[config.mk]
export PLATFORM = sky130hd
export DESIGN_NAME = lfsr_gen2_flat
export DESIGN_NICKNAME = d
export VERILOG_FILES = /design/src/rtl/lfsr_gen2_pkg.sv /design/src/rtl/lfsr_gen2_if.sv /design/src/rtl/lfsr_gen2_step.sv /design/src/rtl/lfsr_gen2.sv /design/src/flat_wrapper.sv
export SDC_FILE = /design/constraint.sdc
export NUM_CORES = 1
export LEC_CHECK = 0
export CAP_MARGIN = 10
export CORE_MARGIN = 2
export CORE_UTILIZATION = 38
export DETAILED_ROUTE_END_ITERATION = 10
export PLACE_DENSITY = 0.78
export SLEW_MARGIN = 15
export SYNTH_ARGS = -nofsm -noshare
export SYNTH_HDL_FRONTEND = slang
export SYNTH_SLANG_ARGS = --single-unit
[constraint.sdc]
create_clock -name clk -period 1.37 [get_ports clk]
set_input_delay 0.274 -clock clk [delete_from_list [all_inputs] [get_ports clk]]
set_output_delay 0.274 -clock clk [all_outputs]
set_load 0.02 [all_outputs]
[src/rtl/lfsr_gen2_pkg.sv]
// Shared types and tap constants for the lfsr_gen2 Galois LFSR source.
package lfsr_pkg;

  typedef enum logic {
    IDLE = 1'b0,
    RUN  = 1'b1
  } lfsr_state_e;

  localparam logic [19:0] LFSR_TAPS_20 = 20'h890B0;
  localparam logic [3:0]  LFSR_TAPS_4  = 4'b1100;

endpackage

[src/rtl/lfsr_gen2_if.sv]
// Control, seed and output handshake bundle of lfsr_gen2; master is the generator side.
interface lfsr_gen2_if
  import lfsr_pkg::*;
#(
  parameter int WIDTH = 20
);

  // Handshake: out_vld stays high with out stable until a cycle where out_rdy is
  // also high; that cycle is a transfer and out shows the next word afterwards.
  logic             enb;
  logic             seed_load;
  logic [WIDTH-1:0] seed;
  logic             seed_err;
  logic             out_vld;
  logic             out_rdy;
  logic [WIDTH-1:0] out;
  logic             wrap;
  lfsr_state_e      state;

  modport master (
    input  enb, seed_load, seed, out_rdy,
    output seed_err, out_vld, out, wrap, state
  );

  modport slave (
    output enb, seed_load, seed, out_rdy,
    input  seed_err, out_vld, out, wrap, state
  );

endinterface

[src/rtl/lfsr_gen2_step.sv]
// One combinational Galois shift: shift right, fold TAPS in when bit 0 falls out.
module lfsr_gen2_step #(
  parameter int               WIDTH = 20,
  parameter logic [WIDTH-1:0] TAPS  = 20'h890B0
) (
  input  logic [WIDTH-1:0] i_v,
  output logic [WIDTH-1:0] o_v
);

  assign o_v = {1'b0, i_v[WIDTH-1:1]} ^ (i_v[0] ? TAPS : '0);

endmodule

[src/rtl/lfsr_gen2.sv]
// Galois LFSR word source with valid/ready output, seed loading and optional
// period-wrap detection (build with LFSR_GEN2_WRAP_EN to enable wrap).
module lfsr_gen2
  import lfsr_pkg::*;
#(
  parameter int               WIDTH      = 20,
  parameter logic [WIDTH-1:0] TAPS       = LFSR_TAPS_20,
  parameter int               STEPS      = 1,
  parameter logic [WIDTH-1:0] RESET_SEED = WIDTH'(1)
) (
  input logic         clk,
  input logic         rst_n,
  lfsr_gen2_if.master bus
);

  lfsr_state_e      r_fsm;
  lfsr_state_e      w_fsm_nxt;
  logic [WIDTH-1:0] r_state;
  logic [WIDTH-1:0] w_adv;
  logic [WIDTH-1:0] w_chain [STEPS+1];
  logic             w_xfer;
  logic             w_seed_ok;
  logic             w_seed_bad;
  logic             r_seed_err;

  assign w_chain[0] = r_state;

  for (genvar g = 0; g < STEPS; g++) begin : g_step
    lfsr_gen2_step #(
      .WIDTH (WIDTH),
      .TAPS  (TAPS)
    ) u_step (
      .i_v (w_chain[g]),
      .o_v (w_chain[g+1])
    );
  end

  assign w_adv      = w_chain[STEPS];
  assign w_xfer     = (r_fsm == RUN) && bus.out_rdy;
  assign w_seed_ok  = bus.seed_load && (bus.seed != '0);
  assign w_seed_bad = bus.seed_load && (bus.seed == '0);

  always_ff @(posedge clk or negedge rst_n) begin
    if (!rst_n) r_fsm <= IDLE;
    else        r_fsm <= w_fsm_nxt;
  end

  // RUN only falls back once the pending word has actually been taken.
  always_comb begin
    w_fsm_nxt = r_fsm;
    case (r_fsm)
      IDLE:    if (bus.enb) w_fsm_nxt = RUN;
      RUN:     if (!bus.enb && bus.out_rdy) w_fsm_nxt = IDLE;
      default: w_fsm_nxt = IDLE;
    endcase
  end

  always_comb begin
    bus.out_vld = (r_fsm == RUN);
    bus.state   = r_fsm;
  end

  // A valid seed load wins over a same-cycle advance.
  always_ff @(posedge clk or negedge rst_n) begin
    if (!rst_n) begin
      r_state    <= RESET_SEED;
      r_seed_err <= 1'b0;
    end else begin
      r_seed_err <= w_seed_bad;
      if (w_seed_ok)   r_state <= bus.seed;
      else if (w_xfer) r_state <= w_adv;
    end
  end

  assign bus.out      = r_state;
  assign bus.seed_err = r_seed_err;

`ifdef LFSR_GEN2_WRAP_EN
  logic [WIDTH-1:0] r_ref;
  logic             r_wrap;

  always_ff @(posedge clk or negedge rst_n) begin
    if (!rst_n) begin
      r_ref  <= RESET_SEED;
      r_wrap <= 1'b0;
    end else begin
      if (w_seed_ok) r_ref <= bus.seed;
      r_wrap <= w_xfer && !w_seed_ok && (w_adv == r_ref);
    end
  end

  assign bus.wrap = r_wrap;
`else
  assign bus.wrap = 1'b0;
`endif

endmodule

[src/flat_wrapper.sv]
// flat-port wrapper written by rule: the top's interface ports become plain ports
module lfsr_gen2_flat import lfsr_pkg::*;
#(
  parameter int               WIDTH      = 20,
  parameter logic [WIDTH-1:0] TAPS       = LFSR_TAPS_20,
  parameter int               STEPS      = 1,
  parameter logic [WIDTH-1:0] RESET_SEED = WIDTH'(1)
)
  (clk, rst_n, bus_enb, bus_seed_load, bus_seed, bus_out_rdy, bus_seed_err, bus_out_vld, bus_out, bus_wrap, bus_state);
  lfsr_gen2_if #(.WIDTH(WIDTH)) bus_i ();
  input logic clk;
  input logic rst_n;
  input wire logic [$bits(bus_i.enb)-1:0] bus_enb;
  input wire logic [$bits(bus_i.seed_load)-1:0] bus_seed_load;
  input wire logic [$bits(bus_i.seed)-1:0] bus_seed;
  input wire logic [$bits(bus_i.out_rdy)-1:0] bus_out_rdy;
  output wire logic [$bits(bus_i.seed_err)-1:0] bus_seed_err;
  output wire logic [$bits(bus_i.out_vld)-1:0] bus_out_vld;
  output wire logic [$bits(bus_i.out)-1:0] bus_out;
  output wire logic [$bits(bus_i.wrap)-1:0] bus_wrap;
  output wire logic [$bits(bus_i.state)-1:0] bus_state;
  assign bus_i.enb = bus_enb;
  assign bus_i.seed_load = bus_seed_load;
  assign bus_i.seed = bus_seed;
  assign bus_i.out_rdy = bus_out_rdy;
  assign bus_seed_err = bus_i.seed_err;
  assign bus_out_vld = bus_i.out_vld;
  assign bus_out = bus_i.out;
  assign bus_wrap = bus_i.wrap;
  assign bus_state = bus_i.state;
  lfsr_gen2 #(.WIDTH(WIDTH), .TAPS(TAPS), .STEPS(STEPS), .RESET_SEED(RESET_SEED)) u_core (.clk(clk), .rst_n(rst_n), .bus(bus_i));
endmodule
==> impl_table.tex, run 1 <==
\begin{tabular}{lr}
\hline
Metric & Value \\
\hline
\multicolumn{2}{l}{\textbf{Floorplan}} \\
\quad Die area & 3640 um\^{}2 \\
\quad Placeable core region & 3030 um\^{}2 \\
\quad Top-level port count & 49 \\
\quad Initial standard-cell utilization of the core & 39.8\% \\
\quad Chip Width & 60.3 um \\
\quad Vertical extent of the die & 60.3 um \\
\quad Standard-cell rows & 20 \\
\multicolumn{2}{l}{\textbf{Clock network}} \\
\quad Clock latency reported for the late side of the worst-skew pair & 0.32 ns \\
\quad Number of buffers created by CTS & 3 \\
\quad TritonCTS clock tree & done \\
\quad CTS H-tree lvls & 1 \\
\quad Register clock-pin slew on the reported worst setup and hold paths & 0.12 ns \\
\quad Maximum number of buffers from clock root to sink & 2 \\
\quad Number of clock sinks & 22 \\
\quad CTS root buf & sky130\_fd\_sc\_hd\_\_clkbuf\_4 \\
\multicolumn{2}{l}{\textbf{Job}} \\
\quad Max-cap violations & 0 \\
\multicolumn{2}{l}{\textbf{Global routing}} \\
\quad Residual overflow from global routing & 0 \\
\quad Largest net degree at the start of global routing & 23 \\
\quad Antenna violations before repair & 0 \\
\quad Number of global-route vias before repair & 1,159 \\
\quad Global-route wire length before repair & 5770 um \\
\quad Global Route Usage Sum & 22.4\% \\
\multicolumn{2}{l}{\textbf{Placed design}} \\
\quad Worst setup slack before clock tree synthesis & -0.688 ns \\
\quad Placer's final routability congestion estimate & 0.771 \\
\quad DP HPWL & 2300 um \\
\quad Quantity of I/O buffers inserted on ports & 47 \\
\multicolumn{2}{l}{\textbf{Synth}} \\
\quad Avg Inst Size Synth & 12.0 um\^{}2 \\
\quad Synth Instances & 100 \\
\quad Most used flip-flop cell after synthesis & sky130\_fd\_sc\_hd\_\_dfrtp\_1 \\
\quad Most area-hungry cell type in the Yosys netlist & sky130\_fd\_sc\_hd\_\_dfrtp\_1 \\
\quad Number of enable flip-flop cells after synthesis & 0 \\
\quad Distinct cell type count after synthesis & 23 \\
\quad Top post-synthesis cells by area & sky130\_fd\_sc\_hd\_\_dfrtp\_1 44\%, sky130\_fd\_sc\_hd\_\_mux2\_2 17\%, sky130\_fd\_sc\_hd\_\_mux2\_4 12\%, sky130\_fd\_sc\_hd\_\_xnor2\_1 3.6\%, sky130\_fd\_sc\_hd\_\_o21ai\_0 2.5\% \\
\quad Async set-or-reset flop fraction in the synthesized netlist & 100\% \\
\quad Sequential fraction of the synthesis area & 45.8\% \\
\quad Synth cell count leaders & 21 x sky130\_fd\_sc\_hd\_\_dfrtp\_1, 18 x sky130\_fd\_sc\_hd\_\_mux2\_2, 10 x sky130\_fd\_sc\_hd\_\_mux2\_4 \\
\quad Top-count cell post-synth & sky130\_fd\_sc\_hd\_\_dfrtp\_1 \\
\quad Share of Yosys cell area claimed by the top area cell type & 43.6\% \\
\quad Seq cells post-synth & 22 \\
\quad Synth warnings & 0 \\
\quad Net Count, Synth & 125 \\
\quad Synth Cell Area & 1200 um\^{}2 \\
\multicolumn{2}{l}{\textbf{Setup path}} \\
\quad Cell at the slowest stage of the critical path & sky130\_fd\_sc\_hd\_\_dfrtp\_1 \\
\quad Setup CP Type & reg2reg \\
\quad Critical path required time & 1.59 ns \\
\quad Largest fanout on the critical path & 4 \\
\quad Startpoint class of the critical path & flip-flop \\
\quad Worst endpoint data arrival time & 1.74 ns \\
\quad Critical Path Sink Type & flip-flop \\
\quad Largest stage delay, worst path & 0.42 ns \\
\quad Critical Path Most Common Cell & sky130\_fd\_sc\_hd\_\_mux2\_4 \\
\quad Ordered cell list for the critical path & buf\_6 -> nand2\_8 -> buf\_12 -> buf\_16 -> mux2\_4 -> mux2\_4 \\
\multicolumn{2}{l}{\textbf{Timing}} \\
\quad Final number of setup-violating endpoints & 16 \\
\quad Part of the cycle the worst path needs & 111\% \\
\quad Setup WS post-layout & -0.151 ns \\
\quad Hold Vio Cnt, Final & 0 \\
\quad Post-Route Skew & 0.00102 ns \\
\quad Shortest clock period the worst path allows after layout & 1.52 ns \\
\quad Timing-limited maximum frequency & 657 MHz \\
\quad Max-slew violation count & 0 \\
\quad RSZ-0062 raised after global routing & true \\
\multicolumn{2}{l}{\textbf{Cells and area}} \\
\quad Fraction of layout cells with a size suffix above 1 & 52.7\% \\
\quad Area grow syn2layout & 75.3\% \\
\quad N\_diodes & 0 \\
\quad Nets & 195 \\
\multicolumn{2}{l}{\textbf{Detailed routing}} \\
\quad First-iteration detailed-routing DRC count & 52 \\
\quad Number of nets with antenna violations after routing & 0 \\
\quad Final routed wire length divided by cell count & 18.7 um \\
\quad Total wirelength of the detailed-routed design & 3990 um \\
\quad DRC errors left & 0 \\
\quad Detail-routed via count per cell & 5.11 \\
\quad Overall via count from detail\_route & 1,089 \\
\quad Drt pass-1 iters & 4 \\
\multicolumn{2}{l}{\textbf{Pwr}} \\
\quad Maximum resistive drop on vdd & 0.317 mV \\
\quad Total Power & 1.96 mW \\
\quad Ratio of total power to cell area & 926 nW/um\^{}2 \\
\quad Leakage dissipation & 0.997 nW \\
\multicolumn{2}{l}{\textbf{Run status}} \\
\quad Violations in the final reports & setup timing \\
\quad Run status & finished with violations \\
\multicolumn{2}{l}{\textbf{Worst hold path}} \\
\quad Class of the most critical hold timing path & in2reg \\
\hline
\end{tabular}
==> final timing paths <==
check                                                     from                             end  slack [ns]  cells after the start
worst max-delay path              u_core.bus.out_vld$_DFF_PN0_  u_core.bus.out[13]$_DFFE_PN0P_       -0.15                      6
worst min-delay path                              bus_seed[12]  u_core.bus.out[12]$_DFFE_PN0P_        0.21                      3
worst max register to register    u_core.bus.out_vld$_DFF_PN0_  u_core.bus.out[13]$_DFFE_PN0P_       -0.15                      6
worst min register to register  u_core.bus.out[15]$_DFFE_PN0P_  u_core.bus.out[15]$_DFFE_PN0P_        0.63                      2
max in group asynchronous                                rst_n   u_core.bus.out[0]$_DFFE_PN1P_        0.80                      2
min in group asynchronous                                rst_n  u_core.bus.out[16]$_DFFE_PN0P_        0.29                      2
==> worst max-delay path, delay by kind of cell (launching register included) <==
kind	cells	cell delay [ns]
muxes	2	0.56
buffers and inverters	3	0.38
DFF	1	0.42
and+or+nand+nor	1	0.06
==> flip-flops by register name (all words and copies together) (netlist names) <==
signal,cells
u_core.bus.out,20
u_core.bus.out_vld,1
u_core.bus.seed_err,1
==> kinds of logic after synthesis <==
group	share of synthesized area, %
AO/OA/AOI/OAI	7.17
XOR/XNOR	3.63
buffers and inverters	4.98
flip-flops	45.8
multiplexers	30.1
other	0.311
AND/OR/NAND/NOR	7.99
==> repair_timing <==
action / 4_1_cts / 5_1_grt
setup buffers: 6 / 1
cloned: 4 / 0
pin swaps: 8 / 3
resized for setup: 105 / 43
setup endpoints to repair: 44 / 33
hold buffers: 0 / 0
==> routing by layer <==
layer | GRT usage [%] | vias to the layer above | part of all wire (%)
met3 | 2.81 | 10 | 5.2
li1 | - | 491 | -
met4 | 12.4 | 0 | 3.2
met1 | 26.1 | 539 | 40
met5 | 0 | - | 0
met2 | 39.4 | 49 | 51
==> cell type report <==
cell class                 count  area [um^2]
clock buffer                   4         26.3
fill                         204          916
inverter                       2         7.51
multi-input combinational     69          774
sequential                    22          552
tap                           44         55.1
timing repair buffer          72          697
==> power breakdown <==
part / switching [mW] / total [mW] / internal, mW
Clock: 0.209 / 0.323 / 0.114
Combinational: 0.374 / 0.827 / 0.453
Sequential: 0.0751 / 0.805 / 0.730
==> per-stage QoR <==
stage                     cells  cell area (um^2)  utilization [%]  hold WS (ns)  TNS [ns]
after CTS                   213              2080             68.7         0.224     -1.83
after global routing        213              2110             69.8         0.221     -2.33
after global placement      199              1860             61.5         0.532    -12.79
after detailed placement    199              1860             61.5         0.546    -12.75
final                       213              2110             69.8         0.212     -1.69
after floorplan             100              1250                -       -0.0216     -1.35
==> layout by cell type, fill, tap and decap left out <==
cell	synthesis	layout
sky130_fd_sc_hd__a21o_1	1	1
sky130_fd_sc_hd__a21oi_1	5	4
sky130_fd_sc_hd__a21oi_2	0	1
sky130_fd_sc_hd__buf_12	1	2
sky130_fd_sc_hd__buf_16	0	3
sky130_fd_sc_hd__buf_2	2	11
sky130_fd_sc_hd__buf_4	2	13
sky130_fd_sc_hd__buf_6	0	5
sky130_fd_sc_hd__buf_8	0	1
sky130_fd_sc_hd__bufbuf_16	0	1
sky130_fd_sc_hd__clkbuf_1	2	1
sky130_fd_sc_hd__clkbuf_2	0	5
sky130_fd_sc_hd__clkbuf_4	0	3
sky130_fd_sc_hd__clkdlybuf4s15_1	0	12
sky130_fd_sc_hd__clkdlybuf4s15_2	0	1
sky130_fd_sc_hd__clkdlybuf4s50_1	0	3
sky130_fd_sc_hd__conb_1	1	1
sky130_fd_sc_hd__dfrtp_1	21	21
sky130_fd_sc_hd__dfstp_2	1	1
sky130_fd_sc_hd__dlygate4sd2_1	0	15
sky130_fd_sc_hd__inv_1	2	2
sky130_fd_sc_hd__mux2_2	18	2
sky130_fd_sc_hd__mux2_4	10	26
sky130_fd_sc_hd__mux2i_2	0	1
sky130_fd_sc_hd__nand2_1	8	6
sky130_fd_sc_hd__nand2_2	0	1
sky130_fd_sc_hd__nand2_8	0	1
sky130_fd_sc_hd__nand3_2	0	1
sky130_fd_sc_hd__nor2_1	5	3
sky130_fd_sc_hd__nor2_2	0	1
sky130_fd_sc_hd__nor2_4	0	1
sky130_fd_sc_hd__nor3_1	1	1
sky130_fd_sc_hd__nor4_4	0	5
sky130_fd_sc_hd__o21a_4	0	1
sky130_fd_sc_hd__o21ai_1	0	5
sky130_fd_sc_hd__o21ai_2	0	1
sky130_fd_sc_hd__o21ai_4	1	1
sky130_fd_sc_hd__xnor2_1	5	5
Note: power is estimated with default switching activity, not from simulation.
==> run 2, diff against run 1 <==
--- a/config.mk
+++ b/config.mk
@@ -5,11 +5,10 @@
 export SDC_FILE = /design/constraint.sdc
 export NUM_CORES = 1
 export LEC_CHECK = 0
-export CAP_MARGIN = 10
 export CORE_MARGIN = 2
 export CORE_UTILIZATION = 38
 export DETAILED_ROUTE_END_ITERATION = 10
-export PLACE_DENSITY = 0.78
+export PLACE_DENSITY = 0.75
 export SLEW_MARGIN = 15
 export SYNTH_ARGS = -nofsm -noshare
 export SYNTH_HDL_FRONTEND = slang
==> constraint.sdc (replaced) <==
create_clock -name clk -period 1.7 [get_ports clk]
set_input_delay 0.34 -clock clk [delete_from_list [all_inputs] [get_ports clk]]
set_output_delay 0.34 -clock clk [all_outputs]
set_load 0.02 [all_outputs]
==> run 2 against run 1 <==
Compared with the run above:
- the flow now finishes without violations
- clock power down 23%
- hold slack better by 0.15 ns
- largest power group is now sequential cells
- wire length decreased by 26%
- combinational power fell by 34%
- critical path type is now reg2out
- worst setup slack improved by 0.19 ns
- cell area decreased by 11%
- highest routed layer unchanged
- critical endpoint is now bus_out[10]
- largest cell class unchanged
- count of clock-buffer cells in the layout is the same
- non-clock buffer count shrank 10
- cell count decreased by 4.7%
==> impl_table.tex, run 2 (synthesized netlist as in run 1, its figures left out) <==
\begin{tabular}{lr}
\hline
Metric & Value \\
\hline
\multicolumn{2}{l}{\textbf{Global routing}} \\
\quad Global-route wire length before repair & 4730 um (-18\%) \\
\quad Antenna violations before repair & 0 (unchanged) \\
\quad Residual overflow from global routing & 0 (unchanged) \\
\quad Number of global-route vias before repair & 1,065 (-8.1\%) \\
\quad Global Route Usage Sum & 17.1\% (-5.3 points) \\
\quad Largest net degree at the start of global routing & 23 (unchanged) \\
\multicolumn{2}{l}{\textbf{Setup path}} \\
\quad Worst Reg2Reg Path Length in Cells & 4 (-2) \\
\quad Register-to-register setup slack & 0.29 ns (+0.44 ns) \\
\quad Worst endpoint data arrival time & 1.32 ns (-0.42 ns) \\
\quad Ordered cell list for the critical path & clkdlybuf4s50\_1 \\
\quad Largest fanout on the critical path & 3 (-1) \\
\quad Setup CP Type & reg2out \\
\quad Largest stage delay, worst path & 0.62 ns (+0.20 ns) \\
\quad Startpoint class of the critical path & flip-flop \\
\quad RR Endpoint & u\_core.bus.out[1]\$\_DFFE\_PN0P\_ \\
\quad Critical path required time & 1.36 ns (-0.23 ns) \\
\quad Buffers plus inverters on the worst setup path & 1 (-2) \\
\quad Cell at the slowest stage of the critical path & sky130\_fd\_sc\_hd\_\_clkdlybuf4s50\_1 \\
\quad Source of the worst register-to-register timing path & u\_core.bus.out\_vld\$\_DFF\_PN0\_ \\
\quad Kind of cell adding the most delay to the critical path & buffers and inverters \\
\quad Critical Path Sink Type & output pin \\
\multicolumn{2}{l}{\textbf{Clock network}} \\
\quad Post-CTS repair timing setup buffer count & 0 (-6) \\
\quad CTS H-tree lvls & 1 (unchanged) \\
\quad CTS root buf & sky130\_fd\_sc\_hd\_\_clkbuf\_4 \\
\quad Number of clock sinks & 22 (unchanged) \\
\quad TritonCTS clock tree & done \\
\quad Number of buffers created by CTS & 3 (unchanged) \\
\quad Register clock-pin slew on the reported worst setup and hold paths & 0.13 ns (about the same) \\
\quad Maximum number of buffers from clock root to sink & 2 (unchanged) \\
\quad Clock latency reported for the late side of the worst-skew pair & 0.30 ns (-0.02 ns) \\
\multicolumn{2}{l}{\textbf{Pwr}} \\
\quad NetSw & 0.448 mW (-32\%) \\
\quad Internal Pwr Total & 0.984 mW (-24\%) \\
\quad Seq pwr share & 44.8\% (+3.6 points) \\
\quad Combinational fraction of design power & 37.9\% (-4.4 points) \\
\quad Clock network fraction of design power & 17.3\% (+0.8 points) \\
\quad Maximum resistive drop on vdd & 0.292 mV (-8.2\%) \\
\quad Ratio of total power to cell area & 762 nW/um\^{}2 (-18\%) \\
\quad Leakage dissipation & 0.916 nW (-8.2\%) \\
\quad Sw frac & 31.3\% (-2.4 points) \\
\multicolumn{2}{l}{\textbf{Cells and area}} \\
\quad Final standard cell count with taps included and fillers excluded & 203 (-4.7\%) \\
\quad Nets & 185 (-5.1\%) \\
\quad N\_diodes & 0 (unchanged) \\
\quad Leading cell types in the layout, fill and taps excluded & 21 x sky130\_fd\_sc\_hd\_\_dfrtp\_1, 18 x sky130\_fd\_sc\_hd\_\_mux2\_2, 18 x sky130\_fd\_sc\_hd\_\_clkdlybuf4s50\_1 \\
\quad Final Instance Area & 1880 um\^{}2 (-11\%) \\
\quad Final standard cell utilization of the core & 62.1\% (-7.7 points) \\
\quad Area grow syn2layout & 56.0\% \\
\quad Flip-flop count of the largest register, all copies and words added & 20 (unchanged) \\
\quad Most frequent standard cell in the layout excluding fill and tap cells & sky130\_fd\_sc\_hd\_\_dfrtp\_1 \\
\quad Fraction of layout cells with a size suffix above 1 & 33.3\% (-19 points) \\
\multicolumn{2}{l}{\textbf{Worst hold path}} \\
\quad Hold depth & 2 (-1) \\
\quad Class of the most critical hold timing path & in2reg \\
\quad Hold path startpoint & bus\_seed[8] \\
\quad End point of the worst hold path & u\_core.bus.out[8]\$\_DFFE\_PN0P\_ \\
\multicolumn{2}{l}{\textbf{Detailed routing}} \\
\quad Drt pass-1 iters & 4 (unchanged) \\
\quad First-iteration detailed-routing DRC count & 14 (-73\%) \\
\quad Number of nets with antenna violations after routing & 0 (unchanged) \\
\quad Total wirelength of the detailed-routed design & 2970 um (-26\%) \\
\quad Detail-routed via count per cell & 4.90 (-4.2\%) \\
\quad DRC errors left & 0 (unchanged) \\
\quad Final routed wire length divided by cell count & 14.6 um (-22\%) \\
\quad Overall via count from detail\_route & 994 (-8.7\%) \\
\multicolumn{2}{l}{\textbf{Placed design}} \\
\quad Placed Area & 1800 um\^{}2 (-3.2\%) \\
\quad Placer's final routability congestion estimate & 0.824 (+7.0\%) \\
\quad Quantity of I/O buffers inserted on ports & 47 (unchanged) \\
\quad Placed Cells & 199 (unchanged) \\
\quad DP HPWL & 2250 um (-2.3\%) \\
\multicolumn{2}{l}{\textbf{Timing}} \\
\quad Shortest clock period the worst path allows after layout & 1.66 ns \\
\quad Max-slew violation count & 0 (unchanged) \\
\quad Post-Route Skew & 0.00630 ns (+0.00529 ns) \\
\quad Total negative slack for setup checks & 0 ns (+1.69 ns) \\
\quad Hold Vio Cnt, Final & 0 (unchanged) \\
\quad Final number of setup-violating endpoints & 0 (-16) \\
\quad Part of the cycle the worst path needs & 97.8\% \\
\quad Timing-limited maximum frequency & 602 MHz \\
\multicolumn{2}{l}{\textbf{Run status}} \\
\quad Run status & complete, no violations \\
\multicolumn{2}{l}{\textbf{Floorplan}} \\
\quad Top-level port count & 49 (unchanged) \\
\quad Standard-cell rows & 20 (unchanged) \\
\quad Placeable core region & 3030 um\^{}2 (unchanged) \\
\quad Chip Width & 60.3 um (unchanged) \\
\quad Die area & 3640 um\^{}2 (unchanged) \\
\quad Vertical extent of the die & 60.3 um (unchanged) \\
\quad Initial standard-cell utilization of the core & 39.8\% (unchanged) \\
\multicolumn{2}{l}{\textbf{Job}} \\
\quad Max-cap violations & 0 (unchanged) \\
\hline
\end{tabular}
[run 2: cell count changes in the layout (fill, tap and decap cells not counted), moves of 3 or more]
cell / before / now
sky130_fd_sc_hd__clkdlybuf4s15_1: 12 / 0
sky130_fd_sc_hd__clkbuf_2: 5 / 0
sky130_fd_sc_hd__o21ai_1: 5 / 0
sky130_fd_sc_hd__dlymetal6s2s_1: 0 / 12
sky130_fd_sc_hd__mux2_4: 26 / 10
sky130_fd_sc_hd__clkdlybuf4s50_1: 3 / 18
sky130_fd_sc_hd__nor4_4: 5 / 1
sky130_fd_sc_hd__buf_16: 3 / 0
sky130_fd_sc_hd__mux2_2: 2 / 18
sky130_fd_sc_hd__nor4_2: 0 / 3
sky130_fd_sc_hd__o21ai_0: 0 / 6
sky130_fd_sc_hd__buf_2: 11 / 0
[run 2: power groups by stage]
| stage | Sequential (mW) | Combinational, mW | Clock [mW] |
|---|---|---|---|
| global placement | 0.648 | 0.547 | 0 |
| detailed placement | 0.652 | 0.557 | 0 |
| floorplan | 0.721 | 0.219 | 0 |
| global route | 0.649 | 0.580 | 0.272 |
| CTS | 0.642 | 0.548 | 0.250 |
| finish | 0.641 | 0.542 | 0.248 |
[run 2: layout make-up]
class                      instances  area, um^2
clock buffer                       4        26.3
sequential                        22         552
multi-input combinational         69         623
fill                             261        1150
tap                               44        55.1
timing repair buffer              62         616
inverter                           2        7.51
[run 2: through the flow]
stage / setup WS [ns] / hold WS [ns] / total power, mW
3_5_place_dp: -0.491 / 0.514 / 1.21
5_1_grt: -0.0288 / 0.385 / 1.50
2_1_floorplan: 0.0771 / 0.0444 / 0.940
3_3_place_gp: -0.508 / 0.522 / 1.20
6_report: 0.0382 / 0.360 / 1.43
4_1_cts: 0.000206 / 0.387 / 1.44
[run 2: per-layer routing]
metal	track usage [%]	share of wire, %
met1	21.9	42
met5	0	0
met4	4.76	1.4
met2	30.6	50
met3	1.73	6.8
[run 2: worst max path at each step]
| stage | from | end | slack (ns) | cells after the start |
|---|---|---|---|---|
| CTS | bus_seed[6] | u_core.bus.out[3]$_DFFE_PN0P_ | 0.0002 | 6 |
| floorplan | u_core.bus.out_vld$_DFF_PN0_ | u_core.bus.out[13]$_DFFE_PN0P_ | 0.08 | 4 |
| finish | u_core.bus.out[10]$_DFFE_PN0P_ | bus_out[10] | 0.04 | 1 |
| detailed placement | bus_seed[18] | u_core.bus.out[3]$_DFFE_PN0P_ | -0.49 | 6 |
| global route | bus_seed[6] | u_core.bus.out[3]$_DFFE_PN0P_ | -0.03 | 6 |
| global placement | bus_seed[18] | u_core.bus.out[19]$_DFFE_PN0P_ | -0.51 | 6 |
[run 2: what timing repair did]
action,in CTS,in global routing
endpoints found under the setup margin,21,23
gates resized for setup,22,15
gates cloned,0,0
pin swaps,8,2
hold buffers,0,0
